## config.mk

```make
export PLATFORM = sky130hd
export DESIGN_NAME = reg_write_arbiter
export DESIGN_NICKNAME = d
export VERILOG_FILES = /design/src/rtl/reg_write_arbiter.sv
export SDC_FILE = /design/constraint.sdc
export NUM_CORES = 1
export LEC_CHECK = 0
export ABC_AREA = 0
export CAP_MARGIN = 40
export CELL_PAD_IN_SITES_DETAIL_PLACEMENT = 1
export CELL_PAD_IN_SITES_GLOBAL_PLACEMENT = 1
export CORE_MARGIN = 1.5
export CORE_UTILIZATION = 40
export CTS_CLUSTER_SIZE = 12
export DETAILED_ROUTE_END_ITERATION = 16
export PLACE_DENSITY = 0.72
export SYNTH_ARGS = -nofsm -noshare
export SYNTH_HDL_FRONTEND = slang
export SYNTH_SLANG_ARGS = --single-unit
export TNS_END_PERCENT = 5
```

## constraint.sdc

```tcl
create_clock -name clk -period 3.09 [get_ports clk]
set_clock_uncertainty 0.05 [all_clocks]
set_input_delay 0.4635 -clock clk [delete_from_list [all_inputs] [get_ports clk]]
set_output_delay 0.4635 -clock clk [all_outputs]
set_load 0.05 [all_outputs]
```

## src/rtl/reg_write_arbiter.sv

```systemverilog
// Register-file write arbiter: WB priority plus buffered long-latency results.
// Optional starvation guard enabled by defining RWA_STARVE_GUARD_EN.
module reg_write_arbiter #(
   parameter int DATA_W   = 32,
   parameter int ADDR_W   = 5,
   parameter int DEPTH    = 4,
   parameter int MAX_WAIT = 8
) (
   input  logic                       clk,
   input  logic                       rst,
   input  logic                       wb_we,
   input  logic [ADDR_W-1:0]          wb_reg,
   input  logic [DATA_W-1:0]          wb_data,
   input  logic                       mc_valid,
   input  logic [ADDR_W-1:0]          mc_reg,
   input  logic [DATA_W-1:0]          mc_data,
   output logic                       mc_ready,
   output logic                       RegWrite,
   output logic [ADDR_W-1:0]          WriteReg,
   output logic [DATA_W-1:0]          WriteData,
   output logic [2**ADDR_W-1:0]       pend_mask,
`ifdef RWA_STARVE_GUARD_EN
   output logic                       wb_stall,
`endif
   output logic [$clog2(DEPTH):0]     fifo_count
);

   localparam int PW = $clog2(DEPTH);
   localparam int CW = PW + 1;

   if (DEPTH < 2 || (2 ** PW) != DEPTH || MAX_WAIT < 1) begin : g_bad_cfg
      $error("reg_write_arbiter: bad DEPTH/MAX_WAIT");
   end

   logic [ADDR_W-1:0] reg_q [DEPTH];
   logic [DATA_W-1:0] dat_q [DEPTH];
   logic [DEPTH-1:0]  vld_q, vld_d;
   logic [PW-1:0]     wr_ptr_q, wr_ptr_d;
   logic [PW-1:0]     rd_ptr_q, rd_ptr_d;
   logic [CW-1:0]     count_q, count_d;

   logic              we_q, we_d;
   logic [ADDR_W-1:0] wreg_q, wreg_d;
   logic [DATA_W-1:0] wdat_q, wdat_d;

   logic wb_req;
   logic fifo_empty;
   logic accept;
   logic push;
   logic pop;

   assign fifo_empty = (count_q == '0);
   assign mc_ready   = rst && (count_q < CW'(DEPTH));
   assign accept     = mc_valid && mc_ready;
   // Handshakes to r0 complete but never occupy a slot
   assign push       = accept && (mc_reg != '0);
   assign pop        = !wb_req && !fifo_empty;

`ifdef RWA_STARVE_GUARD_EN
   localparam int WW = $clog2(MAX_WAIT + 1);

   logic          stall_q, stall_d;
   logic [WW-1:0] wait_q, wait_d;

   assign wb_stall = stall_q;
   assign wb_req   = wb_we && (wb_reg != '0) && !stall_q;

   always_comb begin
      stall_d = 1'b0;
      wait_d  = wait_q;
      if (pop || fifo_empty) begin
         wait_d = '0;
      end else if (wb_req) begin
         if (wait_q == WW'(MAX_WAIT - 1)) begin
            wait_d  = '0;
            stall_d = 1'b1;
         end else begin
            wait_d = wait_q + 1'b1;
         end
      end
   end

   always_ff @(posedge clk or negedge rst) begin
      if (!rst) begin
         stall_q <= 1'b0;
         wait_q  <= '0;
      end else begin
         stall_q <= stall_d;
         wait_q  <= wait_d;
      end
   end
`else
   assign wb_req = wb_we && (wb_reg != '0);
`endif

   always_comb begin
      vld_d    = vld_q;
      wr_ptr_d = wr_ptr_q;
      rd_ptr_d = rd_ptr_q;
      count_d  = count_q + CW'(push) - CW'(pop);
      if (pop) begin
         vld_d[rd_ptr_q] = 1'b0;
         rd_ptr_d        = rd_ptr_q + 1'b1;
      end
      if (push) begin
         vld_d[wr_ptr_q] = 1'b1;
         wr_ptr_d        = wr_ptr_q + 1'b1;
      end
   end

   always_comb begin
      we_d   = 1'b0;
      wreg_d = '0;
      wdat_d = '0;
      if (wb_req) begin
         we_d   = 1'b1;
         wreg_d = wb_reg;
         wdat_d = wb_data;
      end else if (pop) begin
         we_d   = 1'b1;
         wreg_d = reg_q[rd_ptr_q];
         wdat_d = dat_q[rd_ptr_q];
      end
   end

   always_ff @(posedge clk or negedge rst) begin
      if (!rst) begin
         vld_q    <= '0;
         wr_ptr_q <= '0;
         rd_ptr_q <= '0;
         count_q  <= '0;
         we_q     <= 1'b0;
         wreg_q   <= '0;
         wdat_q   <= '0;
      end else begin
         vld_q    <= vld_d;
         wr_ptr_q <= wr_ptr_d;
         rd_ptr_q <= rd_ptr_d;
         count_q  <= count_d;
         we_q     <= we_d;
         wreg_q   <= wreg_d;
         wdat_q   <= wdat_d;
      end
   end

   always_ff @(posedge clk or negedge rst) begin
      if (!rst) begin
         for (int i = 0; i < DEPTH; i++) begin
            reg_q[i] <= '0;
            dat_q[i] <= '0;
         end
      end else if (push) begin
         reg_q[wr_ptr_q] <= mc_reg;
         dat_q[wr_ptr_q] <= mc_data;
      end
   end

   // Slot valid bits make the mask independent of pointer arithmetic
   always_comb begin
      pend_mask = '0;
      for (int i = 0; i < DEPTH; i++) begin
         if (vld_q[i]) pend_mask[reg_q[i]] = 1'b1;
      end
   end

   assign RegWrite   = we_q;
   assign WriteReg   = wreg_q;
   assign WriteData  = wdat_q;
   assign fifo_count = count_q;

endmodule

```

==> results.cfg, run 1 <==
[floorplanning]
core_area_um2 = 23330
std_cell_rows = 56
die_w_um = 156.6
ios = 152
start_util_pct = 40.43
die-area_um2 = 24520
die_h_um = 156.6

[setup_path]
rrSetupSlack_ns = 0.58
cp_data_required_time_ns = 2.58
critical_path.startpoint_type = register
r2r_end = fifo_count[2]
startpoint = reg_q[17]
cp-end-kind = primary output
worst-setup-path-type = register to primary output
crit_end = pend_mask[15]
r2r-start = fifo_count[1]
reg2regPathDepth = 9
crit_arrival_ns = 2.44
path_max_fanout = 10

[sta]
period_needed_ns = 2.953
slew_headroom_pct = 42.22
setup_tns_ns = 0
setup_ws_ns = 0.1374
fmax_ghz = 0.3387
worst_pin_slew_ns = 0.8667
setup_viol = 0
rsz0062_at_grt = false
slew_viol_final = 0
hold_viol = 0
finalCritPeriodShare_pct = 95.55

[synthesis]
synth_area_leaders = dfrtp_1, mux2_2, mux4_2, a22o_1, a221o_1
synth_top_area_cell = dfrtp_1
synthArstFlopShare_pct = 100.0
synth-edff-count = 0
synth_top_area_share_pct = 52.25
ys_ff_latch = 197
synth_warnings = 0
yosys_most_used_dff = dfrtp_1
synth_area_per_cell_um2 = 14.81
syn_area_um2 = 9434
synth_cell_types = 42
synth_most_common_cell = dfrtp_1
synth_cells = 637
yosysSeqAreaShare_pct = 52.25
ys_top_cells_by_count = dfrtp_1, mux2_2, a22o_1, mux4_2, clkbuf_1
syn_nets = 726

[clock_network]
cts_root_buffer = clkbuf_16
cts.reportedPaths.clkPinSlew_ns = 0.08
cts_tree = yes
htreeDepth = 4
cts_buffers = 17
cts_sinks = 197
post_cts_buffers = 0
cts_hold_buf = 0
insertion_delay_ns = 0.43
cts_buffer_depth = 2

[place]
hpwl_um = 18290
dpl_worst_slack_ns = -0.04514
io_buffers = 151
dpl_cell_area_um2 = 11440
place_congestion = 0.8846

[drt]
firstDrtPassIters = 4
wl_met1_um = 11180
routed_wl_um = 25750
dr_wl_met3_um = 1195
first_iter_violations = 280
vias = 6317
detail-route-antenna-nets = 0
wire_per_inst_um = 22.77
dr_wl_met2_um = 13040
top_layer_used = met4
drc = 0
drt-vias-per-instance = 5.585

[grt]
grt_max_degree = 68
grt_pass1_vias = 7191
grt_pass1_wl_um = 41100
antenna_found_initial = 1
grt_usage_pct = 22.23
overflow = 0

[layout]
num-nets-final = 887
area_growth_pct = 27.90
stdcell_area_um2 = 12070
fillers = 2298
post_route_cells_drive_above_1_share_pct = 35.39

[power]
power_density_nw_per_um2 = 1098
ir_drop_mv = 0.5181
p_leak_nw = 5.303

[outcome]
status = complete, no violations

[job]
cap_violations = 0

[hold_path]
worst_hold_path_type = input port to asynchronous set/reset pin
[logic make-up after synthesis]
kind of cell	share of synthesized area (%)
xor+xnor	0.3713
fa+ha+maj	1.538
simple gates	4.602
buf+inv	3.409
compound gates	11.09
mux	26.74
flops	52.25
[worst max-delay path, stage by stage (launching register included)]
cell and delay (ns):
dfrtp_1 0.58, nand4_1 0.24, nor3b_1 0.26, a211o_1 0.13, clkdlybuf4s50_1 0.79
[state kept, by name (all words and copies together) (netlist names)]
| register | cells |
|---|---|
| dat_q | 128 |
| rd_ptr_q | 2 |
| wr_ptr_q | 2 |
| WriteReg | 5 |
| WriteData | 32 |
| fifo_count | 3 |
| reg_q | 20 |
| vld_q | 4 |
| RegWrite | 1 |
[timing repair]
action | in CTS | in global routing
resized for setup | 6 | 11
endpoints found under the setup margin | 7 | 11
cloned | 0 | 0
[per-layer routing]
layer  GRT usage (%)  vias to the layer above
li1                -                     2805
met1           28.32                     3338
met2           38.26                      153
met3           5.289                       21
met4           5.351                        0
met5               0                        -
[cells in the final DEF, fill, tap and decap left out, types with 5 or more instances in the layout]
cell type	instances
dfrtp_1	195
mux2_2	142
clkdlybuf4s50_1	118
buf_4	50
mux4_2	37
a22o_1	37
o22ai_1	18
a221o_1	18
clkbuf_16	17
a22oi_1	14
o221ai_1	14
dlymetal6s2s_1	11
nand3b_1	10
ha_1	10
inv_1	8
mux2_1	8
nor2_1	6
or3b_2	6
nor4bb_1	6
buf_12	6
nand2_1	5
inv_6	5
[metrics by stage]
step	utilization (%)	std cells	hold slack (ns)	power, W
after floorplan	-	637	0.1179	0.008898
after global placement	48.80	1096	0.4178	0.01075
after detailed placement	49.04	1098	0.4325	0.01110
after CTS	51.59	1130	0.1711	0.01338
after global routing	51.71	1130	0.1991	0.01396
final	51.72	1131	0.1579	0.01325
[power by group]
part / internal [W] / switching (W)
Combinational: 0.00292 / 0.00333
Clock: 0.00122 / 0.00103
Sequential: 0.00377 / 0.000976
[how the worst min path moves through the flow]
stage,start,endpoint
floorplan,rst,RegWrite
global placement,dat_q[7],dat_q[7]
detailed placement,dat_q[96],dat_q[96]
CTS,rst,dat_q[51]
global route,rst,dat_q[51]
finish,rst,dat_q[115]
[final cells by class]
| cell class | instances | area (um2) | share of cell area [%] |
|---|---|---|---|
| Sequential cell | 197 | 4932 | 40.88 |
| Multi-Input combinational cell | 382 | 4193 | 34.75 |
| Timing Repair Buffer | 192 | 1918 | 15.90 |
| Clock buffer | 17 | 425.4 | 3.526 |
| Tap cell | 319 | 399.1 | 3.308 |
| Clock inverter | 15 | 166.4 | 1.379 |
| Inverter | 8 | 30.03 | 0.2489 |
| Antenna cell | 1 | 2.502 | 0.02074 |
Note: power is estimated with default switching activity, not from simulation.
==> run 2: changes to the inputs <==
CORE_MARGIN = default   (was 1.5)
==> run 2 against run 1 <==
- combinational power decreased by 0.6%
- first-iteration DRC count fell by 5.7%
- global-route usage up 0.62 points
- worst setup slack got worse by 0.037 ns
- critical endpoint is now pend_mask[27]
- sequential power increased by 1%
- core utilization up 0.93 points
- register-to-register slack worse by 0.03 ns
- worst hold slack worse by 0.043 ns
==> results.cfg, run 2 (synthesized netlist as in run 1, its figures left out) <==
[hold_path]
worst_hold_path_type = input port to asynchronous set/reset pin

[place]
dpl_worst_slack_ns = -0.08153
dp_cells = 1087
hpwl_um = 18440
place_congestion = 0.9093
dpl_cell_area_um2 = 11420
io_buffers = 151

[power]
ir_drop_mv = 0.6075
power_density_nw_per_um2 = 1096
p_leak_nw = 5.330
p_clk_share_pct = 16.7
sw_frac_of_total_pct = 40.57
comb_power_share_pct = 47.0
seq_power_share_pct = 36.3
p_sw_w = 0.005363
p_int_w = 0.007856

[layout]
largest_register_ffs = 128
multi_input_area_um2 = 4203
diodes = 0
num-nets-final = 882
stdcell_area_um2 = 12060
stdcell_count = 1119
final_cell_mix = dfrtp_1, mux2_2, clkdlybuf4s50_1
top_register = dat_q
finish.utilization_pct = 52.65
post_route_cells_drive_above_1_share_pct = 34.99
area_growth_pct = 27.88
final_common_cell = dfrtp_1
fillers = 2227
seqCellArea_um2 = 4932

[setup_path]
crit_path_cell_trace = nand3_1 > o22ai_1 > a221o_1 > clkdlybuf4s50_1
worst-path-buf-inv = 1
cp_data_required_time_ns = 2.58
rrSetupSlack_ns = 0.55
path_max_fanout = 8
worst-setup-path-type = register to primary output
critical_path.startpoint_type = register
max_stage_delay_ns = 0.80
crit_arrival_ns = 2.48
critPathTopFamily = buffers and inverters
cpMaxStageDelayCell = clkdlybuf4s50_1
startpoint = vld_q[2]
r2r-start = fifo_count[1]
cp-end-kind = primary output

[drt]
vias = 6360
first_iter_violations = 264
detail-route-antenna-nets = 0
routed_wl_um = 26300
drt-vias-per-instance = 5.684
drc = 0
firstDrtPassIters = 4
wire_per_inst_um = 23.50

[grt]
grt_pass1_wl_um = 41710
antenna_found_initial = 2
grt_usage_pct = 22.85
grt_pass1_vias = 7190
grt_max_degree = 151
overflow = 0

[sta]
fmax_ghz = 0.3345
rsz0062_at_grt = false
worst_pin_slew_ns = 0.8733
hold_viol = 0
period_needed_ns = 2.989
finalCritPeriodShare_pct = 96.74
setup_viol = 0
slew_viol_final = 0
slew_headroom_pct = 40.96
setup_ws_ns = 0.1007
setup_tns_ns = 0

[clock_network]
cts.reportedPaths.clkPinSlew_ns = 0.07
cts_root_buffer = clkbuf_16
htreeDepth = 4
cts_tree = yes
cts_buffer_depth = 2
insertion_delay_ns = 0.43
cts_buffers = 17
cts_sinks = 197

[floorplanning]
ios = 152
die-area_um2 = 24200
die_h_um = 155.6
std_cell_rows = 55
core_area_um2 = 22920
die_w_um = 155.6
start_util_pct = 41.17

[outcome]
status = complete, no violations

[job]
cap_violations = 0
run 2: cell types whose count changed in the layout (fill, tap and decap cells not counted), sizes merged:
cell	delta
dlygate4sd2	-1
diode	-1
buf	-7
clkinvlp	+1
bufinv	-1
dlymetal6s2s	+3
run 2: layout make-up:
type	instances	area share (%)
Sequential cell	197	40.88
Multi-Input combinational cell	382	34.84
Timing Repair Buffer	187	15.89
Clock buffer	17	3.526
Tap cell	313	3.246
Clock inverter	15	1.369
Inverter	8	0.2489
run 2: power groups by stage:
stage / registers, W / clock network (W) / logic (W)
detailed placement: 0.00484 / 0 / 0.00624
finish: 0.00480 / 0.00221 / 0.00621
global route: 0.00498 / 0.00236 / 0.00656
floorplan: 0.00493 / 0 / 0.00397
global placement: 0.00467 / 0 / 0.00605
CTS: 0.00481 / 0.00226 / 0.00627
run 2: through the flow:
stage          power (W)  hold WS (ns)
3_3_place_gp     0.01072        0.4179
6_report         0.01322        0.1144
2_1_floorplan   0.008898        0.1179
3_5_place_dp     0.01108        0.4375
4_1_cts          0.01334        0.1311
5_1_grt          0.01390        0.1601
run 2: what timing repair did:
item | 4_1_cts | 5_1_grt
hold buffers | 0 | 0
gates resized for setup | 7 | 14
setup buffers | 0 | 0
setup endpoints to repair | 13 | 14
run 2: final timing paths:
| path | depth (start not counted) | endpoint |
|---|---|---|
| hold / removal | 2 | dat_q[23] |
| setup reg to reg | 9 | fifo_count[2] |
| min in group clk | 1 | dat_q[4] |
| hold reg to reg | 1 | dat_q[4] |
| setup / recovery | 4 | pend_mask[27] |
| max in group asynchronous | 3 | rd_ptr_q[1] |
run 2: per-layer routing:
layer  track usage, %  vias up  part of all wire [%]
li1                 -     2799                     -
met1            27.82     3367                    41
met4            5.742        2                   1.1
met3            3.972       23                   4.2
met5                0        -                 0.038
met2            41.79      169                    54
==> run 3: changes to the inputs <==
TNS_END_PERCENT = 30   (was 5)
==> results of run 3 <==
Same layout as run 2: the final DEF is identical, and so are final timing and power.
